===== src/rtl/alu_ctrl_datapath_if.sv =====
// rtl/alu_ctrl_datapath_if.sv - execute-stage bus: instruction/operands in, decode/ALU/PC results out
interface alu_ctrl_datapath_if #(
    parameter int DATA_SIZE = 32,
    parameter int PC_SIZE   = 6
);
    logic [31:0]          instruction;
    logic [DATA_SIZE-1:0] a;
    logic [DATA_SIZE-1:0] b;
    logic [PC_SIZE-1:0]   pc;
    logic [PC_SIZE-1:0]   pc_inc;
    logic [PC_SIZE-1:0]   pc_next;
    logic [2:0]           alu_op;
    logic                 reg_write;
    logic [DATA_SIZE-1:0] result;
    logic                 overflow;
    logic                 zero;
    logic                 flag_overflow;
    logic                 flag_zero;

    modport master (
        output instruction, a, b, pc, pc_inc,
        input  pc_next, alu_op, reg_write, result, overflow, zero, flag_overflow, flag_zero
    );

    modport slave (
        input  instruction, a, b, pc, pc_inc,
        output pc_next, alu_op, reg_write, result, overflow, zero, flag_overflow, flag_zero
    );
endinterface


===== src/rtl/alu_ctrl_datapath.sv =====
// rtl/alu_ctrl_datapath.sv - combinational decode, ALU and PC adder with a registered overflow/zero status pair
module alu_ctrl_datapath #(
    parameter int DATA_SIZE = 32,
    parameter int PC_SIZE   = 6
) (
    input logic                 clk,
    input logic                 rst,
    alu_ctrl_datapath_if.slave  bus
);
    localparam int MSB = DATA_SIZE - 1;

    logic [5:0]           opcode_w;
    logic [5:0]           func_w;
    logic [2:0]           alu_op_c;
    logic                 reg_write_c;
    logic [DATA_SIZE-1:0] sum_w;
    logic [DATA_SIZE-1:0] diff_w;
    logic [DATA_SIZE-1:0] result_c;
    logic                 overflow_c;
    logic                 zero_c;
    logic                 slt_w;
    logic [PC_SIZE-1:0]   pc_next_w;
    logic                 flag_overflow_q, flag_overflow_d;
    logic                 flag_zero_q, flag_zero_d;
    logic                 unused_instr_bits;

    assign opcode_w          = bus.instruction[31:26];
    assign func_w            = bus.instruction[5:0];
    assign unused_instr_bits = ^bus.instruction[25:6];

    // Anything that is not a recognised R-type falls back to ADD with writes disabled.
    always_comb begin
        alu_op_c    = 3'b010;
        reg_write_c = 1'b0;
        if (opcode_w == 6'b000000) begin
            reg_write_c = 1'b1;
            case (func_w)
                6'h20:   alu_op_c = 3'b010;
                6'h22:   alu_op_c = 3'b110;
                6'h24:   alu_op_c = 3'b000;
                6'h25:   alu_op_c = 3'b001;
                6'h26:   alu_op_c = 3'b011;
                6'h27:   alu_op_c = 3'b100;
                6'h2A:   alu_op_c = 3'b111;
                default: reg_write_c = 1'b0;
            endcase
        end
    end

    assign sum_w  = bus.a + bus.b;
    assign diff_w = bus.a - bus.b;
    // Signed compare directly, so SLT stays correct when a-b would overflow.
    assign slt_w  = $signed(bus.a) < $signed(bus.b);

    always_comb begin
        result_c   = '0;
        overflow_c = 1'b0;
        case (alu_op_c)
            3'b000: result_c = bus.a & bus.b;
            3'b001: result_c = bus.a | bus.b;
            3'b010: begin
                result_c   = sum_w;
                overflow_c = (bus.a[MSB] == bus.b[MSB]) && (sum_w[MSB] != bus.a[MSB]);
            end
            3'b110: begin
                result_c   = diff_w;
                overflow_c = (bus.a[MSB] != bus.b[MSB]) && (diff_w[MSB] != bus.a[MSB]);
            end
            3'b011: result_c = bus.a ^ bus.b;
            3'b100: result_c = ~(bus.a | bus.b);
            3'b111: result_c = {{(DATA_SIZE-1){1'b0}}, slt_w};
            default: result_c = '0;
        endcase
    end

    assign zero_c    = (result_c == '0);
    assign pc_next_w = bus.pc + bus.pc_inc;

    always_comb begin
        flag_overflow_d = flag_overflow_q;
        flag_zero_d     = flag_zero_q;
        if (reg_write_c) begin
            flag_overflow_d = overflow_c;
            flag_zero_d     = zero_c;
        end
    end

    always_ff @(posedge clk or posedge rst) begin
        if (rst) begin
            flag_overflow_q <= 1'b0;
            flag_zero_q     <= 1'b0;
        end else begin
            flag_overflow_q <= flag_overflow_d;
            flag_zero_q     <= flag_zero_d;
        end
    end

    assign bus.alu_op        = alu_op_c;
    assign bus.reg_write     = reg_write_c;
    assign bus.result        = result_c;
    assign bus.overflow      = overflow_c;
    assign bus.zero          = zero_c;
    assign bus.pc_next       = pc_next_w;
    assign bus.flag_overflow = flag_overflow_q;
    assign bus.flag_zero     = flag_zero_q;
endmodule


===== src/flat_wrapper.sv =====
// flat-port wrapper written by rule: the top's interface ports become plain ports
module alu_ctrl_datapath_flat 
#(
    parameter int DATA_SIZE = 32,
    parameter int PC_SIZE   = 6
)
  (clk, rst, bus_instruction, bus_a, bus_b, bus_pc, bus_pc_inc, bus_pc_next, bus_alu_op, bus_reg_write, bus_result, bus_overflow, bus_zero, bus_flag_overflow, bus_flag_zero);
  alu_ctrl_datapath_if #(.DATA_SIZE(DATA_SIZE), .PC_SIZE(PC_SIZE)) bus_i ();
  input logic clk;
  input logic rst;
  input wire logic [$bits(bus_i.instruction)-1:0] bus_instruction;
  input wire logic [$bits(bus_i.a)-1:0] bus_a;
  input wire logic [$bits(bus_i.b)-1:0] bus_b;
  input wire logic [$bits(bus_i.pc)-1:0] bus_pc;
  input wire logic [$bits(bus_i.pc_inc)-1:0] bus_pc_inc;
  output wire logic [$bits(bus_i.pc_next)-1:0] bus_pc_next;
  output wire logic [$bits(bus_i.alu_op)-1:0] bus_alu_op;
  output wire logic [$bits(bus_i.reg_write)-1:0] bus_reg_write;
  output wire logic [$bits(bus_i.result)-1:0] bus_result;
  output wire logic [$bits(bus_i.overflow)-1:0] bus_overflow;
  output wire logic [$bits(bus_i.zero)-1:0] bus_zero;
  output wire logic [$bits(bus_i.flag_overflow)-1:0] bus_flag_overflow;
  output wire logic [$bits(bus_i.flag_zero)-1:0] bus_flag_zero;
  assign bus_i.instruction = bus_instruction;
  assign bus_i.a = bus_a;
  assign bus_i.b = bus_b;
  assign bus_i.pc = bus_pc;
  assign bus_i.pc_inc = bus_pc_inc;
  assign bus_pc_next = bus_i.pc_next;
  assign bus_alu_op = bus_i.alu_op;
  assign bus_reg_write = bus_i.reg_write;
  assign bus_result = bus_i.result;
  assign bus_overflow = bus_i.overflow;
  assign bus_zero = bus_i.zero;
  assign bus_flag_overflow = bus_i.flag_overflow;
  assign bus_flag_zero = bus_i.flag_zero;
  alu_ctrl_datapath #(.DATA_SIZE(DATA_SIZE), .PC_SIZE(PC_SIZE)) u_core (.clk(clk), .rst(rst), .bus(bus_i));
endmodule

===== config.mk =====
export PLATFORM = sky130hd
export DESIGN_NAME = alu_ctrl_datapath_flat
export DESIGN_NICKNAME = d
export VERILOG_FILES = /design/src/rtl/alu_ctrl_datapath_if.sv /design/src/rtl/alu_ctrl_datapath.sv /design/src/flat_wrapper.sv
export SDC_FILE = /design/constraint.sdc
export NUM_CORES = 1
export LEC_CHECK = 0
export ABC_AREA = 1
export CAP_MARGIN = 25
export CORE_MARGIN = 4
export CORE_UTILIZATION = 59
export CTS_CLUSTER_SIZE = 30
export DETAILED_ROUTE_END_ITERATION = 7
export PLACE_DENSITY = 0.9
export SLEW_MARGIN = 20
export SYNTH_ARGS = -nofsm -noshare
export SYNTH_HDL_FRONTEND = slang
export SYNTH_SLANG_ARGS = --single-unit
export TNS_END_PERCENT = 30

===== constraint.sdc =====
create_clock -name clk -period 5.1 [get_ports clk]
set_input_delay 1.02 -clock clk [delete_from_list [all_inputs] [get_ports clk]]
set_output_delay 1.02 -clock clk [all_outputs]
set_load 0.02 [all_outputs]

==> results of run 1 <==
-- metrics by stage --
stage / setup TNS, ps / cell area [µm²] / cells
2_1_floorplan: 0 / 7870 / 1616
3_3_place_gp: -449 / 11700 / 2198
3_5_place_dp: -1140 / 11700 / 2198
4_1_cts: -48.5 / 11900 / 2203
-- cells by family after synthesis --
kind of cell | count (synthesis) | synth area share [%]
compound gates | 61 | 4.34
xor+xnor | 19 | 2.11
fa+ha+maj | 105 | 17.0
buf+inv | 413 | 20.8
flops | 2 | 0.636
mux | 1 | 0.127
simple gates | 1015 | 55.0
-- per-layer routing --
metal  global-route usage (%)  overflow
met1                     69.5         0
met2                     86.2         2
met3                     59.6         0
met4                     70.2         4
met5                     31.9         0
-- timing repair --
action | 4_1_cts
resized for setup | 46
pin swaps | 2
endpoints found under the setup margin | 34
setup buffers | 2
==> flow_summary.yaml, run 1 <==
clocking:
  cts_root_buffer: "sky130_fd_sc_hd__clkbuf_16"
  clock_tree.buffer_depth: 2
  quantity_of_hold_fixing_buffers_added_after_cts: 0
  clkSinkCount: 2
  htree_levels: 1
  cts-buffers-inserted: 3
floorplan:
  floorplan.io_pins: 156
  fp.dieW_um: 123
  initial_utilization_pct: 61.4
  chipHeight_um: 123
  fp-row-count: 41
placed_design:
  detailed_place_hpwl_um: 31800
  gp_congestion: 1.12
  io_buffer_count: 135
  place_ws_ps: -582
yosys:
  synthMostInstantiatedCell: "sky130_fd_sc_hd__nand2_1"
  synth_ff_type: "sky130_fd_sc_hd__dfrtp_1"
  post_synth_most_frequent_cells: "sky130_fd_sc_hd__nand2_1 (550), sky130_fd_sc_hd__inv_1 (360), sky130_fd_sc_hd__nand3_1 (181), sky130_fd_sc_hd__nor2_1 (166), sky130_fd_sc_hd__ha_1 (102)"
  post_synth_edffs: 0
  synth.ff_latch_count: 2
  post-synth-top-area-cell: "sky130_fd_sc_hd__nand2_1"
  synthesis.nets: 1831
  synth.yosys.warnings: 0
  synth_async_sr_flop_share_pct: 100
  syn-mean-instance-area_um2: 4.87
  synth.area.top_cells: "sky130_fd_sc_hd__nand2_1 (26%), sky130_fd_sc_hd__inv_1 (17%), sky130_fd_sc_hd__ha_1 (16%)"
  synth_cell_types: 37
  synth_sequential_area_ratio_pct: 0.636
  yosysTopAreaCellShare_pct: 26.2
  post_synth_instance_area_um2: 7870
  synth_cells: 1616
grt:
  grt.total_usage_pct: 71.2
  grt_start_max_net_pins: 35
  grt_pass1_vias: 15400
  wire_length_of_the_first_global_routing_pass_um: 82100
  overflow: 6
run_status:
  outcome.stop_stage: "global routing (5_1_grt)"
  status: "aborted with a tool error"
  first_err: "[ERROR GRT-0116] Global routing finished with congestion. Check the congestion regions in the DRC Viewer."
==> run 2, diff against run 1 <==
CORE_UTILIZATION = 40   (was 59)
CTS_CLUSTER_SIZE = default   (was 30)
PLACE_DENSITY = default   (was 0.9)
PLACE_DENSITY_LB_ADDON = 0.15   (was default)
==> flow_summary.yaml, run 2 <==
drt:
  dr.pass1.iters: 6
  antenna_violating_nets_remaining: 0
  drt_drc_violations_left: 0
  detail_route.wl_per_cell_um: 14.5
  avgViaCountPerCell: 4.80
  num_vias: 11200
  drt_wl_total_um: 33800
  initialDrtViolationCount: 759
placed_design:
  detailed_place_hpwl_um: 29600
  gp_congestion: 0.959
  io_buffer_count: 135
critical_path:
  worst_r2r_endpoint: "u_core.bus.flag_overflow"
  r2r_cells: 2
  regToRegStartpoint: "u_core.bus.flag_overflow"
  worstSetupStartpoint: "bus_b[0]"
  crit_path_start_kind: "primary input"
  worstPathRequired_ps: 4080
  critical_path_peak_fanout: 5
  end_kind: "primary output"
  cp_data_arrival_time_ps: 3960
  capture_point_of_the_worst_path: "bus_result[30]"
  reg2reg_slack_ps: 4470
  timing_worst_setup_path_type: "primary input to primary output"
sta:
  report.final.slew_viol_count: 0
  timing.fmax_mhz: 201
  rsz0062_at_grt: "true"
  final-setup-viol-count: 0
  final_min_period_over_clock_period_pct: 97.7
  worst_slew_pin_slew_ps: 482
  finalSetupTns_ps: 0
  fin_skew_ps: 0
  period_minus_slack_ps: 4980
  final_hold_fails: 0
  worst_slew_margin_rel_pct: 67.5
grt:
  grt_pass1_vias: 10400
  groute.layer.met3.usage_pct: 0.914
  grt_start_max_net_pins: 23
  grt.total_usage_pct: 29.3
  overflow: 0
  grt_antenna_before_repair: 0
  grt_busiest_layer: "met2"
  wire_length_of_the_first_global_routing_pass_um: 52300
  met2_track_demand_over_resource_pct: 53.6
  grt_util_met1_pct: 37.3
job:
  drv.max_cap_violation_count: 0
clocking:
  post_cts.repair.setup_buffers: 0
  cts.clk_slew.worst_paths_ps: 30
  clkSinkCount: 2
  htree_levels: 1
  clk_latency_ps: 220
  cts-buffers-inserted: 3
  cts_root_buffer: "sky130_fd_sc_hd__clkbuf_16"
  clock_tree.buffer_depth: 2
  tritoncts: "yes"
final_layout:
  post-route-util_pct: 65.4
  final.fill_count: 1950
  layout-drive-gt1-share_pct: 23.3
  area_used_by_multi_input_combinational_logic_um2: 6560
  n_antenna_cell: 0
  area.sequential_um2: 50.0
  most_frequent_cells_in_the_layout: "sky130_fd_sc_hd__nand2_1 (540), sky130_fd_sc_hd__inv_1 (359), sky130_fd_sc_hd__buf_4 (353)"
  syn_to_final_growth_pct: 61.2
  layout.nets: 2290
  layout.cells.most_common: "sky130_fd_sc_hd__nand2_1"
floorplan:
  fp-row-count: 51
  floorplan.io_pins: 156
  initial_utilization_pct: 40.6
  chipHeight_um: 148
  floorplan.die_area_um2: 22000
  fp.dieW_um: 148
  core-area_um2: 19400
min_path:
  hold_path.class: "flop to flop"
yosys:
  yosysTopAreaCellShare_pct: 26.2
  synth.ff_latch_count: 2
  synthesis.nets: 1831
  post_synth_edffs: 0
  post_synth_most_frequent_cells: "sky130_fd_sc_hd__nand2_1 (550), sky130_fd_sc_hd__inv_1 (360), sky130_fd_sc_hd__nand3_1 (181), sky130_fd_sc_hd__nor2_1 (166), sky130_fd_sc_hd__ha_1 (102)"
  synthMostInstantiatedCell: "sky130_fd_sc_hd__nand2_1"
  syn-mean-instance-area_um2: 4.87
  synth.yosys.warnings: 0
  synth_async_sr_flop_share_pct: 100
  synth_cell_types: 37
  synth.area.top_cells: "sky130_fd_sc_hd__nand2_1 (26%), sky130_fd_sc_hd__inv_1 (17%), sky130_fd_sc_hd__ha_1 (16%)"
  synth_sequential_area_ratio_pct: 0.636
  post_synth_instance_area_um2: 7870
  synth_cells: 1616
  synth_ff_type: "sky130_fd_sc_hd__dfrtp_1"
  post-synth-top-area-cell: "sky130_fd_sc_hd__nand2_1"
pwr:
  post-layout-total-power_mw: 1.53
  vdd_ir_drop_max_mv: 0.0955
  cellPowerDensity_nw_per_um2: 121
  power_leakage_nw: 7.46
run_status:
  status: "finished, final reports clean"
-- run 2: cell counts after synthesis --
Identical to the previous run, type by type.
-- run 2: what timing repair did --
action | 4_1_cts | 5_1_grt
pin swaps | 0 | 2
hold buffers | 0 | 0
setup endpoints to repair | 7 | 32
gates resized for setup | 24 | 76
-- run 2: through the flow --
stage | worst slack, ps | instances | instance area (µm²) | hold WS [ps]
after floorplan | 884 | 1616 | 7870 | 585
after global placement | -549 | 2335 | 12200 | 465
after detailed placement | -554 | 2335 | 12200 | 474
after CTS | -69.2 | 2338 | 12400 | 487
after global routing | -158 | 2338 | 12700 | 496
final | 117 | 2338 | 12700 | 490
-- run 2: cell type report --
type	instances	share of cell area [%]
well taps	265	2.61
multi-input cells	1201	51.7
flip-flops and latches	2	0.394
inverters	365	10.8
repair buffers	502	33.8
clock buffers	3	0.592
-- run 2: logic make-up (layout without fill, tap and decap cells) --
| group | Yosys count | after routing | synth area share [%] |
|---|---|---|---|
| flops | 2 | 2 | 0.636 |
| fa+ha+maj | 105 | 105 | 17.0 |
| mux | 1 | 1 | 0.127 |
| xor+xnor | 19 | 19 | 2.11 |
| simple gates | 1015 | 1015 | 55.0 |
| buf+inv | 413 | 870 | 20.8 |
| compound gates | 61 | 61 | 4.34 |
-- run 2: worst min-delay path by stage --
stage                                  start  slack [ps]                       end  cells past startpoint
finish                  u_core.bus.flag_zero         490      u_core.bus.flag_zero                      2
global route            u_core.bus.flag_zero         500      u_core.bus.flag_zero                      2
CTS                     u_core.bus.flag_zero         490      u_core.bus.flag_zero                      2
detailed placement  u_core.bus.flag_overflow         470  u_core.bus.flag_overflow                      2
global placement    u_core.bus.flag_overflow         460  u_core.bus.flag_overflow                      2
floorplan           u_core.bus.flag_overflow         590  u_core.bus.flag_overflow                      2
-- run 2: power by group --
part | switching (mW) | total (mW) | internal, mW
clock | 0.0178 | 0.118 | 0.0998
sequential | 0.000169 | 0.0164 | 0.0163
combinational | 0.731 | 1.40 | 0.665
-- run 2: per-layer routing --
metal  up-vias  part of all wire, %
met5         -                    0
met4         0                  3.3
met3        62                  4.5
met2       348                   49
met1      5001                   44
li1       5823                    -
-- run 2: worst max-delay path, stage by stage --
cell and delay (ps):
sky130_fd_sc_hd__clkdlybuf4s50_1 450, sky130_fd_sc_hd__ha_2 230, sky130_fd_sc_hd__fa_2 360, sky130_fd_sc_hd__nand3_1 100
sky130_fd_sc_hd__nand3_1 70, sky130_fd_sc_hd__buf_4 170, sky130_fd_sc_hd__nand2_1 100, sky130_fd_sc_hd__nand2_2 110
sky130_fd_sc_hd__nand2_2 100, sky130_fd_sc_hd__nand2_2 100, sky130_fd_sc_hd__nand2_1 110, sky130_fd_sc_hd__nand2_1 50
sky130_fd_sc_hd__nand2_1 50, sky130_fd_sc_hd__nand3_1 70, sky130_fd_sc_hd__nand3_1 140, sky130_fd_sc_hd__buf_4 130
sky130_fd_sc_hd__clkdlybuf4s50_1 590
No activity file was read; power rests on OpenSTA's default activity.
==> run 3, diff against run 2 <==
SLEW_MARGIN = default   (was 20)
==> results of run 3 <==
Same layout as run 2: the final DEF is identical, and so are final timing and power.
==> run 4, diff against run 3 <==
clock period = 4.4 ns   (was 5.1 ns; I/O delays follow)
==> flow_summary.yaml, run 4 (synthesized netlist as in run 2, its figures left out) <==
pwr:
  power_leakage_nw: 7.71
  p_int_mw: 0.925
  power_frac_comb_pct: 91.6
  vdd_ir_drop_max_mv: 0.129
  swShare_pct: 50.3
  total_switching_power_mw: 0.937
  cellPowerDensity_nw_per_um2: 140
  power.clock.fraction_pct: 7.4
  p_seq_share_pct: 1.0
clocking:
  clkSinkCount: 2
  cts.clk_slew.worst_paths_ps: 30
  clk_latency_ps: 220
  tritoncts: "yes"
  clock_tree.buffer_depth: 2
  htree_levels: 1
  cts_root_buffer: "sky130_fd_sc_hd__clkbuf_16"
  cts-buffers-inserted: 3
grt:
  grt.total_usage_pct: 31.8
  grt_util_met1_pct: 39.3
  grt_start_max_net_pins: 22
  groute.layer.met3.usage_pct: 2.89
  grt_antenna_before_repair: 0
  overflow: 0
  grt_pass1_vias: 11000
  grt_busiest_layer: "met2"
  met2_track_demand_over_resource_pct: 56.3
  wire_length_of_the_first_global_routing_pass_um: 55900
sta:
  report.final.slew_viol_count: 0
  timing.fmax_mhz: 219
  fin_skew_ps: 0
  worst_slew_pin_slew_ps: 475
  final_min_period_over_clock_period_pct: 104
  final_hold_fails: 0
  worst_slew_margin_rel_pct: 68.2
  period_minus_slack_ps: 4570
  final-setup-viol-count: 1
  finalSetupTns_ps: -167
  timing.hold.ws_ps: 483
  final.setup.worst_slack_ps: -167
  rsz0062_at_grt: "true"
final_layout:
  area.sequential_um2: 50.0
  syn_to_final_growth_pct: 69.2
  final.fill_count: 1888
  area_used_by_multi_input_combinational_logic_um2: 7110
  layout.nets: 2313
  layout.cells.most_common: "sky130_fd_sc_hd__nand2_1"
  layout-drive-gt1-share_pct: 30.7
  post-route-cell-area_um2: 13300
  layoutNonFillerInstCount: 2361
  n_antenna_cell: 0
  most_frequent_cells_in_the_layout: "sky130_fd_sc_hd__nand2_1 (503), sky130_fd_sc_hd__buf_4 (390), sky130_fd_sc_hd__inv_1 (347)"
placed_design:
  detailed_place_hpwl_um: 31100
  post_dp_cell_area_um2: 12300
  io_buffer_count: 135
  place_ws_ps: -869
  gp_congestion: 0.971
  placed_cells_incl_taps: 2350
drt:
  num_vias: 11600
  initialDrtViolationCount: 799
  avgViaCountPerCell: 4.91
  detail_route.wl_per_cell_um: 15.6
  drt_wl_total_um: 36900
  antenna_violating_nets_remaining: 0
  drt_drc_violations_left: 0
  dr.pass1.iters: 8
min_path:
  hold_depth: 2
  hold_path.class: "flop to flop"
floorplan:
  core-area_um2: 19400
  chipHeight_um: 148
  floorplan.io_pins: 156
  fp.dieW_um: 148
  fp-row-count: 51
  initial_utilization_pct: 40.6
  floorplan.die_area_um2: 22000
critical_path:
  cp_cell_sequence: "clkdlybuf4s50_1, inv_1, ha_4, nand2_2, nor2_4, inv_1, nor3_1, nand2_1, nand2_2, nand2_1, nand2_1, nand2_1, nand3_1, nand3_2, nor2_1, nand2_1, nor2_1, buf_4, and3_4, buf_6"
  timing.critical_path.slowest_stage_cell: "sky130_fd_sc_hd__clkdlybuf4s50_1"
  worst-path-stages: 20
  max_stage_delay_ps: 510
  critical_path_peak_fanout: 6
  crit_path_start_kind: "primary input"
  timing_worst_setup_path_type: "primary input to primary output"
  end_kind: "primary output"
  worstPathBufferInverterCount: 5
  cp_top_family: "simple AND/OR/NAND/NOR gates"
  worstPathRequired_ps: 3520
  r2r_cells: 2
  cp_common_cell: "sky130_fd_sc_hd__nand2_1"
  cp_data_arrival_time_ps: 3690
run_status:
  status: "finished with violations"
  failed_checks: "setup timing"
job:
  drv.max_cap_violation_count: 0
run 4: changes by cell type in the layout (fill, tap and decap cells not counted), moves of 15 or more:
| cell | delta |
|---|---|
| sky130_fd_sc_hd__nand2_2 | +34 |
| sky130_fd_sc_hd__nand3_1 | -22 |
| sky130_fd_sc_hd__clkdlybuf4s50_1 | -33 |
| sky130_fd_sc_hd__nand2_1 | -37 |
| sky130_fd_sc_hd__nor2_1 | -27 |
| sky130_fd_sc_hd__nand3_2 | +19 |
| sky130_fd_sc_hd__buf_4 | +37 |
| sky130_fd_sc_hd__dlygate4sd2_1 | +15 |
| sky130_fd_sc_hd__nor2_2 | +21 |
run 4: final timing paths:
check	start	to	slack, ps
max in group asynchronous	rst	u_core.bus.flag_zero	3480
hold reg to reg	u_core.bus.flag_overflow	u_core.bus.flag_overflow	480
hold / removal	u_core.bus.flag_overflow	u_core.bus.flag_overflow	480
setup reg to reg	u_core.bus.flag_zero	u_core.bus.flag_zero	3790
setup / recovery	bus_b[13]	bus_zero	-170
min in group asynchronous	rst	u_core.bus.flag_overflow	810
run 4: layer usage:
metal  vias to the layer above  routed length (µm)
met5                         -                   0
met4                         0                1790
met3                        87                2350
met2                       458               17600
met1                      5166               15200
li1                       5877                   -
run 4: worst register-to-register path, cell delays in order, from the launching register on:
cell and delay [ps]:
sky130_fd_sc_hd__dfrtp_1 370, sky130_fd_sc_hd__nand2_1 70, sky130_fd_sc_hd__nand2_1 50
run 4: through the flow:
| stage | power (mW) | util [%] |
|---|---|---|
| 2_1_floorplan | 0.747 | - |
| 3_3_place_gp | 1.57 | 63.3 |
| 3_5_place_dp | 1.58 | 63.3 |
| 4_1_cts | 1.76 | 65.7 |
| 5_1_grt | 2.01 | 68.6 |
| 6_report | 1.86 | 68.6 |
run 4: area by class of cell:
class,instances,share of cell area [%]
multi-input cells,1201,53.4
repair buffers,525,32.8
inverters,365,10.3
well taps,265,2.49
clock buffers,3,0.564
flip-flops and latches,2,0.376
run 4: what timing repair did:
| item | 4_1_cts | 5_1_grt |
|---|---|---|
| pin swaps | 5 | 44 |
| endpoints found under the setup margin | 34 | 25 |
| setup buffers | 0 | 8 |
| gates resized for setup | 139 | 164 |
| hold buffers | 0 | 0 |
run 4: power groups by stage:
stage	Combinational (mW)	Clock [mW]	Sequential (mW)
2_1_floorplan	0.727	0	0.0196
3_3_place_gp	1.55	0	0.0192
5_1_grt	1.85	0.141	0.0190
4_1_cts	1.60	0.138	0.0190
3_5_place_dp	1.57	0	0.0191
6_report	1.70	0.138	0.0190
